===== config.mk =====
export PLATFORM = sky130hd
export DESIGN_NAME = wb_port_arbiter_flat
export DESIGN_NICKNAME = d
export VERILOG_FILES = /design/src/rtl/wb_port_arbiter_if.sv /design/src/rtl/wb_port_arbiter.sv /design/src/flat_wrapper.sv
export SDC_FILE = /design/constraint.sdc
export NUM_CORES = 1
export LEC_CHECK = 0
export BUFFER_PORTS_ARGS = -buffer_cell sky130_fd_sc_hd__buf_2
export CORE_AREA = 4 4 182 184
export CTS_CLUSTER_DIAMETER = 50
export DETAILED_ROUTE_END_ITERATION = 16
export DIE_AREA = 0 0 186 188
export GPL_ROUTABILITY_DRIVEN = 1
export MAX_ROUTING_LAYER = met4
export SLEW_MARGIN = 0
export SYNTH_ARGS = -nofsm -noshare
export SYNTH_HDL_FRONTEND = slang
export SYNTH_SLANG_ARGS = --single-unit

===== constraint.sdc =====
create_clock -name clk -period 1.95 [get_ports clk]
set_input_delay 0.4875 -clock clk [delete_from_list [all_inputs] [get_ports clk]]
set_output_delay 0.4875 -clock clk [all_outputs]
set_load 0.1 [all_outputs]

===== src/rtl/wb_port_arbiter_if.sv =====
// Writeback port bundle: pipeline request, MDU result, regfile write
// port and exit report, shared by the arbiter and its environment.
interface wb_port_arbiter_if;
    logic        pipe_valid_i;
    logic        pipe_wen_i;
    logic [4:0]  pipe_rd_i;
    logic [63:0] pipe_wdata_i;
    logic        pipe_exit_i;
    logic [63:0] pipe_pc_i;
    logic [63:0] pipe_a0_i;
    logic        pipe_ready_o;

    logic        mdu_valid_i;
    logic [4:0]  mdu_rd_i;
    logic [63:0] mdu_wdata_i;
    logic        mdu_busy_i;
    logic        mdu_ready_o;

    logic        rf_wen_o;
    logic [4:0]  rf_rd_o;
    logic [63:0] rf_wdata_o;

    logic        exit_o;
    logic        exit_good_o;
    logic [63:0] exit_pc_o;
    logic [63:0] exit_code_o;

    modport slave (
        input  pipe_valid_i, pipe_wen_i, pipe_rd_i, pipe_wdata_i,
        input  pipe_exit_i, pipe_pc_i, pipe_a0_i,
        input  mdu_valid_i, mdu_rd_i, mdu_wdata_i, mdu_busy_i,
        output pipe_ready_o, mdu_ready_o,
        output rf_wen_o, rf_rd_o, rf_wdata_o,
        output exit_o, exit_good_o, exit_pc_o, exit_code_o
    );

    modport master (
        output pipe_valid_i, pipe_wen_i, pipe_rd_i, pipe_wdata_i,
        output pipe_exit_i, pipe_pc_i, pipe_a0_i,
        output mdu_valid_i, mdu_rd_i, mdu_wdata_i, mdu_busy_i,
        input  pipe_ready_o, mdu_ready_o,
        input  rf_wen_o, rf_rd_o, rf_wdata_o,
        input  exit_o, exit_good_o, exit_pc_o, exit_code_o
    );
endinterface


===== src/rtl/wb_port_arbiter.sv =====
// Regfile write-port arbiter between the in-order pipe and the MDU,
// with starvation guard and exit drain sequencing.
module wb_port_arbiter #(
    parameter int STARVE_LIMIT = 4,
    parameter int CNT_W        = 3
) (
    input  logic              clk,
    input  logic              rst,
    wb_port_arbiter_if.slave  bus
);
    typedef enum logic [1:0] {
        RUN   = 2'd0,
        DRAIN = 2'd1,
        EXIT  = 2'd2,
        HALT  = 2'd3
    } state_e;

    localparam logic [CNT_W-1:0] LIMIT = CNT_W'(STARVE_LIMIT);

    state_e           state_q, state_d;
    logic [CNT_W-1:0] starve_q, starve_d;
    logic             rf_wen_q, rf_wen_d;
    logic [4:0]       rf_rd_q, rf_rd_d;
    logic [63:0]      rf_wdata_q, rf_wdata_d;
    logic             exit_q, exit_d;
    logic             exit_good_q, exit_good_d;
    logic [63:0]      exit_pc_q, exit_pc_d;
    logic [63:0]      exit_code_q, exit_code_d;

    logic pipe_need, mdu_need, starved;
    logic pipe_gnt, mdu_gnt;

    assign pipe_need = bus.pipe_valid_i & bus.pipe_wen_i;
    assign mdu_need  = bus.mdu_valid_i;
    assign starved   = (starve_q == LIMIT);

    // Grant decision; a wen=0 pipe op never competes for the port.
    always_comb begin
        pipe_gnt = 1'b0;
        mdu_gnt  = 1'b0;
        unique case (state_q)
            RUN: begin
                pipe_gnt = bus.pipe_valid_i &
                           (~bus.pipe_wen_i | ~mdu_need | starved);
                mdu_gnt  = mdu_need & ~(pipe_gnt & bus.pipe_wen_i);
            end
            DRAIN: mdu_gnt = mdu_need;
            EXIT:  ;
            HALT:  ;
        endcase
        if (rst) begin
            pipe_gnt = 1'b0;
            mdu_gnt  = 1'b0;
        end
    end

    assign bus.pipe_ready_o = pipe_gnt;
    assign bus.mdu_ready_o  = mdu_gnt;

    // Next-state: write issue, starvation count and exit sequencing.
    always_comb begin
        state_d     = state_q;
        starve_d    = starve_q;
        rf_wen_d    = 1'b0;
        rf_rd_d     = rf_rd_q;
        rf_wdata_d  = rf_wdata_q;
        exit_d      = 1'b0;
        exit_good_d = 1'b0;
        exit_pc_d   = exit_pc_q;
        exit_code_d = exit_code_q;

        if (pipe_gnt & bus.pipe_wen_i) begin
            rf_wen_d   = (bus.pipe_rd_i != 5'd0);
            rf_rd_d    = bus.pipe_rd_i;
            rf_wdata_d = bus.pipe_wdata_i;
        end else if (mdu_gnt) begin
            rf_wen_d   = (bus.mdu_rd_i != 5'd0);
            rf_rd_d    = bus.mdu_rd_i;
            rf_wdata_d = bus.mdu_wdata_i;
        end

        if (pipe_gnt) begin
            starve_d = '0;
        end else if (state_q == RUN && pipe_need && mdu_need
                     && !starved) begin
            starve_d = starve_q + CNT_W'(1);
        end

        unique case (state_q)
            RUN: begin
                if (pipe_gnt && bus.pipe_exit_i) begin
                    exit_pc_d   = bus.pipe_pc_i;
                    exit_code_d = bus.pipe_a0_i;
                    state_d     = DRAIN;
                end
            end
            DRAIN: begin
                if (!bus.mdu_busy_i && !bus.mdu_valid_i) begin
                    state_d     = EXIT;
                    exit_d      = 1'b1;
                    exit_good_d = (exit_code_q == 64'd0);
                end
            end
            EXIT: state_d = HALT;
            HALT: state_d = HALT;
        endcase
    end

    // State and registered outputs; synchronous reset drops everything.
    always_ff @(posedge clk) begin
        if (rst) begin
            state_q     <= RUN;
            starve_q    <= '0;
            rf_wen_q    <= 1'b0;
            rf_rd_q     <= 5'd0;
            rf_wdata_q  <= 64'd0;
            exit_q      <= 1'b0;
            exit_good_q <= 1'b0;
            exit_pc_q   <= 64'd0;
            exit_code_q <= 64'd0;
        end else begin
            state_q     <= state_d;
            starve_q    <= starve_d;
            rf_wen_q    <= rf_wen_d;
            rf_rd_q     <= rf_rd_d;
            rf_wdata_q  <= rf_wdata_d;
            exit_q      <= exit_d;
            exit_good_q <= exit_good_d;
            exit_pc_q   <= exit_pc_d;
            exit_code_q <= exit_code_d;
        end
    end

    assign bus.rf_wen_o    = rf_wen_q;
    assign bus.rf_rd_o     = rf_rd_q;
    assign bus.rf_wdata_o  = rf_wdata_q;
    assign bus.exit_o      = exit_q;
    assign bus.exit_good_o = exit_good_q;
    assign bus.exit_pc_o   = exit_pc_q;
    assign bus.exit_code_o = exit_code_q;
endmodule


===== src/flat_wrapper.sv =====
// flat-port wrapper written by rule: the top's interface ports become plain ports
module wb_port_arbiter_flat 
#(
    parameter int STARVE_LIMIT = 4,
    parameter int CNT_W        = 3
)
  (clk, rst, bus_pipe_valid_i, bus_pipe_wen_i, bus_pipe_rd_i, bus_pipe_wdata_i, bus_pipe_exit_i, bus_pipe_pc_i, bus_pipe_a0_i, bus_mdu_valid_i, bus_mdu_rd_i, bus_mdu_wdata_i, bus_mdu_busy_i, bus_pipe_ready_o, bus_mdu_ready_o, bus_rf_wen_o, bus_rf_rd_o, bus_rf_wdata_o, bus_exit_o, bus_exit_good_o, bus_exit_pc_o, bus_exit_code_o);
  wb_port_arbiter_if bus_i ();
  input  logic clk;
  input  logic rst;
  input wire logic [$bits(bus_i.pipe_valid_i)-1:0] bus_pipe_valid_i;
  input wire logic [$bits(bus_i.pipe_wen_i)-1:0] bus_pipe_wen_i;
  input wire logic [$bits(bus_i.pipe_rd_i)-1:0] bus_pipe_rd_i;
  input wire logic [$bits(bus_i.pipe_wdata_i)-1:0] bus_pipe_wdata_i;
  input wire logic [$bits(bus_i.pipe_exit_i)-1:0] bus_pipe_exit_i;
  input wire logic [$bits(bus_i.pipe_pc_i)-1:0] bus_pipe_pc_i;
  input wire logic [$bits(bus_i.pipe_a0_i)-1:0] bus_pipe_a0_i;
  input wire logic [$bits(bus_i.mdu_valid_i)-1:0] bus_mdu_valid_i;
  input wire logic [$bits(bus_i.mdu_rd_i)-1:0] bus_mdu_rd_i;
  input wire logic [$bits(bus_i.mdu_wdata_i)-1:0] bus_mdu_wdata_i;
  input wire logic [$bits(bus_i.mdu_busy_i)-1:0] bus_mdu_busy_i;
  output wire logic [$bits(bus_i.pipe_ready_o)-1:0] bus_pipe_ready_o;
  output wire logic [$bits(bus_i.mdu_ready_o)-1:0] bus_mdu_ready_o;
  output wire logic [$bits(bus_i.rf_wen_o)-1:0] bus_rf_wen_o;
  output wire logic [$bits(bus_i.rf_rd_o)-1:0] bus_rf_rd_o;
  output wire logic [$bits(bus_i.rf_wdata_o)-1:0] bus_rf_wdata_o;
  output wire logic [$bits(bus_i.exit_o)-1:0] bus_exit_o;
  output wire logic [$bits(bus_i.exit_good_o)-1:0] bus_exit_good_o;
  output wire logic [$bits(bus_i.exit_pc_o)-1:0] bus_exit_pc_o;
  output wire logic [$bits(bus_i.exit_code_o)-1:0] bus_exit_code_o;
  assign bus_i.pipe_valid_i = bus_pipe_valid_i;
  assign bus_i.pipe_wen_i = bus_pipe_wen_i;
  assign bus_i.pipe_rd_i = bus_pipe_rd_i;
  assign bus_i.pipe_wdata_i = bus_pipe_wdata_i;
  assign bus_i.pipe_exit_i = bus_pipe_exit_i;
  assign bus_i.pipe_pc_i = bus_pipe_pc_i;
  assign bus_i.pipe_a0_i = bus_pipe_a0_i;
  assign bus_i.mdu_valid_i = bus_mdu_valid_i;
  assign bus_i.mdu_rd_i = bus_mdu_rd_i;
  assign bus_i.mdu_wdata_i = bus_mdu_wdata_i;
  assign bus_i.mdu_busy_i = bus_mdu_busy_i;
  assign bus_pipe_ready_o = bus_i.pipe_ready_o;
  assign bus_mdu_ready_o = bus_i.mdu_ready_o;
  assign bus_rf_wen_o = bus_i.rf_wen_o;
  assign bus_rf_rd_o = bus_i.rf_rd_o;
  assign bus_rf_wdata_o = bus_i.rf_wdata_o;
  assign bus_exit_o = bus_i.exit_o;
  assign bus_exit_good_o = bus_i.exit_good_o;
  assign bus_exit_pc_o = bus_i.exit_pc_o;
  assign bus_exit_code_o = bus_i.exit_code_o;
  wb_port_arbiter #(.STARVE_LIMIT(STARVE_LIMIT), .CNT_W(CNT_W)) u_core (.clk(clk), .rst(rst), .bus(bus_i));
endmodule

==> impl_metrics.ini <==
[worst_hold_path]
hold_path_depth = 3
hp-class = input pin to register

[floorplanning]
dieHeight_um = 188
rows = 65
placeableCoreArea_um2 = 31400
ioPinCount = 475
start_util = 0.261
die-area_um2 = 35000
die_w_um = 186

[global_routing]
antenna_found_initial = 1
grt_max_degree = 135
grt_pass1_vias = 8397
grt_first_pass_wirelength_um = 45000
grt_overflow = 0
grt_usage = 0.163

[synth]
syn_area_um2 = 8200
synth.top_cells.by_area = dfxtp_1 50%, nand2_1 12%, nand2b_1 9.8%
ys_ff_latch = 205
synth_nets = 1282
netlist.area_leader.share = 0.500
synth.largest_area_cell = dfxtp_1
synth_area_per_cell_um2 = 8.14
synth_cell_type_count = 30
yosysSeqAreaShare = 0.500
ys_warn_count = 0
syn_inst = 1007

[cells_and_area]
n_antenna_cell = 0
area_delta_synth_final_pct = 48.3
finalNetCount = 1745
n_fill_cell = 3253
layout-drive-gt1-share = 0.389
multi_input_area_um2 = 3780
finalNonFillerCells = 1888
regArea_um2 = 4110

[detailed_routing]
postRouteAntennaNets = 0
dr.pass1.iters = 4
wl_per_cell_um = 16.2
routed_wl_um = 30500
post-route-drc-count = 0
viasPerCell = 4.57
drtIter0Drc = 365
vias = 8637

[placement]
gp_congestion = 0.823
dp_hpwl_um = 22500
placed_cells = 1837
port_buffers = 474

[sta]
setup_viol = 31
timing.final.crit_share = 1.17
layout_setup_ws_ns = -0.327
tightest_slew_ns = 0.630
finalClockSkew_ns = 0.0171
max_freq_mhz = 439
slew_viol_final = 0
period_minus_slack_ns = 2.28
rsz0062_at_grt = yes
slew-limit-headroom = 0.580
tns_ns = -1.89
hold_violations = 0

[clock_tree]
clockBufferDepth = 3
clock_latency_ns = 0.52
path_clk_slew_ns = 0.06
cts-root-buf = clkbuf_16
cts_tree = yes
cts_buffers = 25
clkSinkCount = 205
htreeDepth = 1

[setup_path]
reg2regPathDepth = 9
endpoint_kind = output pin
slowest_delay_ns = 0.37
path_cells = inv_2, ha_4, and2_4, a311o_2, inv_8, buf_12
crit_family = compound AO/OA/AOI/OAI gates
crit_arrival_ns = 1.79
critical_path_class = register to output pin
required_ns = 1.46
crit_cells = 6
critPathSlowestCell = a311o_2
worstSetupStartpointType = register
crit_buf_inv = 3
critical_path_peak_fanout = 2

[pwr]
p_leak_nw = 5.53
p_per_area_nw_per_um2 = 985
max-vdd-ir-drop_uv = 506

[status]
status = finished, violations left
violations = setup timing

[run]
maxCapViolCount = 0
cells in the mapped netlist (all sizes together):
library cell / count
nand3b: 1
or3b: 1
o21ai: 132
nor4: 17
nor2: 76
and3: 1
ha: 2
a311oi: 69
a21oi: 3
or2: 1
or4: 2
and2: 2
o2111ai: 1
nand2b: 128
nand4: 4
a311o: 1
inv: 4
dfxtp: 205
clkbuf: 50
nor3: 3
o2111a: 1
nand2: 269
a22oi: 1
buf: 31
nor2b: 2
placed cells by master (no fill, tap or decap), types with 2 or more instances in the layout:
cell / synthesis / final
a21oi_1: 3 / 3
a311oi_1: 69 / 59
a311oi_2: 0 / 10
buf_12: 0 / 12
buf_2: 10 / 470
buf_4: 11 / 30
bufbuf_16: 0 / 2
bufinv_16: 0 / 2
clkbuf_1: 50 / 6
clkbuf_16: 0 / 27
clkbuf_8: 0 / 4
clkinv_2: 0 / 3
dfxtp_1: 205 / 202
dfxtp_2: 0 / 3
inv_2: 0 / 2
inv_6: 1 / 2
inv_8: 0 / 2
nand2_1: 269 / 269
nand2b_1: 128 / 128
nand4_1: 4 / 4
nor2_1: 76 / 75
nor2b_1: 2 / 2
nor3_1: 3 / 3
nor4_1: 17 / 17
o21ai_0: 132 / 131
or4_1: 2 / 2
metal layers:
| layer | wire length (um) | up-vias | part of all wire | track usage |
|---|---|---|---|---|
| li1 | - | 4311 | - | - |
| met1 | 12100 | 3904 | 0.40 | 0.188 |
| met2 | 15100 | 367 | 0.49 | 0.286 |
| met3 | 2430 | 55 | 0.080 | 0.0328 |
| met4 | 826 | 0 | 0.027 | 0.0460 |
| met5 | 0 | - | 0 | - |
flip-flops by register name, summed over array words and instances (netlist names):
| name | cells |
|---|---|
| u_core.state_q | 2 |
| u_core.bus.rf_wdata_o | 64 |
| u_core.bus.exit_o | 1 |
| u_core.bus.rf_rd_o | 5 |
| u_core.bus.exit_good_o | 1 |
| u_core.bus.exit_pc_o | 64 |
| u_core.starve_q | 3 |
| u_core.bus.exit_code_o | 64 |
| u_core.bus.rf_wen_o | 1 |
worst reg2reg max path: cells and delay by family (launching register included):
| family | cells | cell delay, ns |
|---|---|---|
| buf+inv | 4 | 0.64 |
| simple gates | 2 | 0.20 |
| compound gates | 2 | 0.60 |
| flops | 1 | 0.33 |
| fa+ha+maj | 1 | 0.15 |
logic make-up after synthesis:
group	count (synthesis)	synth area share
AND/OR/NAND/NOR	507	0.282
AO/OA/AOI/OAI	208	0.161
flip-flops	205	0.500
buffers and inverters	85	0.0534
adder cells (fa/ha/maj)	2	0.00305
worst paths after layout:
check / start / end / slack [ns]
worst max-delay path: u_core.starve_q[1]$_SDFFE_PP0P_ / bus_mdu_ready_o / -0.33
worst min-delay path: bus_pipe_a0_i[10] / u_core.bus.exit_code_o[10]$_SDFFE_PP0P_ / 0.16
worst max register to register: u_core.starve_q[1]$_SDFFE_PP0P_ / u_core.bus.rf_wdata_o[30]$_SDFFE_PP0P_ / -0.06
worst min register to register: u_core.bus.exit_pc_o[30]$_SDFFE_PP0P_ / u_core.bus.exit_pc_o[30]$_SDFFE_PP0P_ / 0.47
layout make-up:
cell class | count | share of cell area
well taps | 402 | 0.0414
clock buffers | 35 | 0.0578
clock inverters | 8 | 0.00854
repair buffers | 517 | 0.242
inverters | 4 | 0.00185
multi-input cells | 717 | 0.311
flip-flops and latches | 205 | 0.338
repair_timing:
| action | CTS | global route |
|---|---|---|
| gates resized for setup | 17 | 11 |
| hold buffers | 0 | 0 |
| setup buffers | 2 | 2 |
| endpoints found under the setup margin | 72 | 70 |
| gates cloned | 2 | 2 |
| pin swaps | 1 | 3 |
power breakdown:
part	switching [W]	total [W]	internal (W)	leakage (nW)
Clock	0.00177	0.00454	0.00278	0.399
Combinational	0.00223	0.00288	0.000648	3.45
Sequential	0.000143	0.00456	0.00442	1.68
through the flow:
step | setup slack, ns | hold slack (ns) | utilization | cell area, um2 | total power [W]
final | -0.327 | 0.157 | 0.387 | 12200 | 0.0120
after global routing | -0.383 | 0.139 | 0.387 | 12200 | 0.0125
after CTS | -0.419 | 0.123 | 0.383 | 12000 | 0.0121
after detailed placement | -0.291 | 0.462 | 0.353 | 11100 | 0.00748
after global placement | -0.171 | 0.456 | 0.353 | 11100 | 0.00747
after floorplan | 0.000471 | 0.448 | - | 8220 | 0.00675
Power figures use the tool's default switching activity.
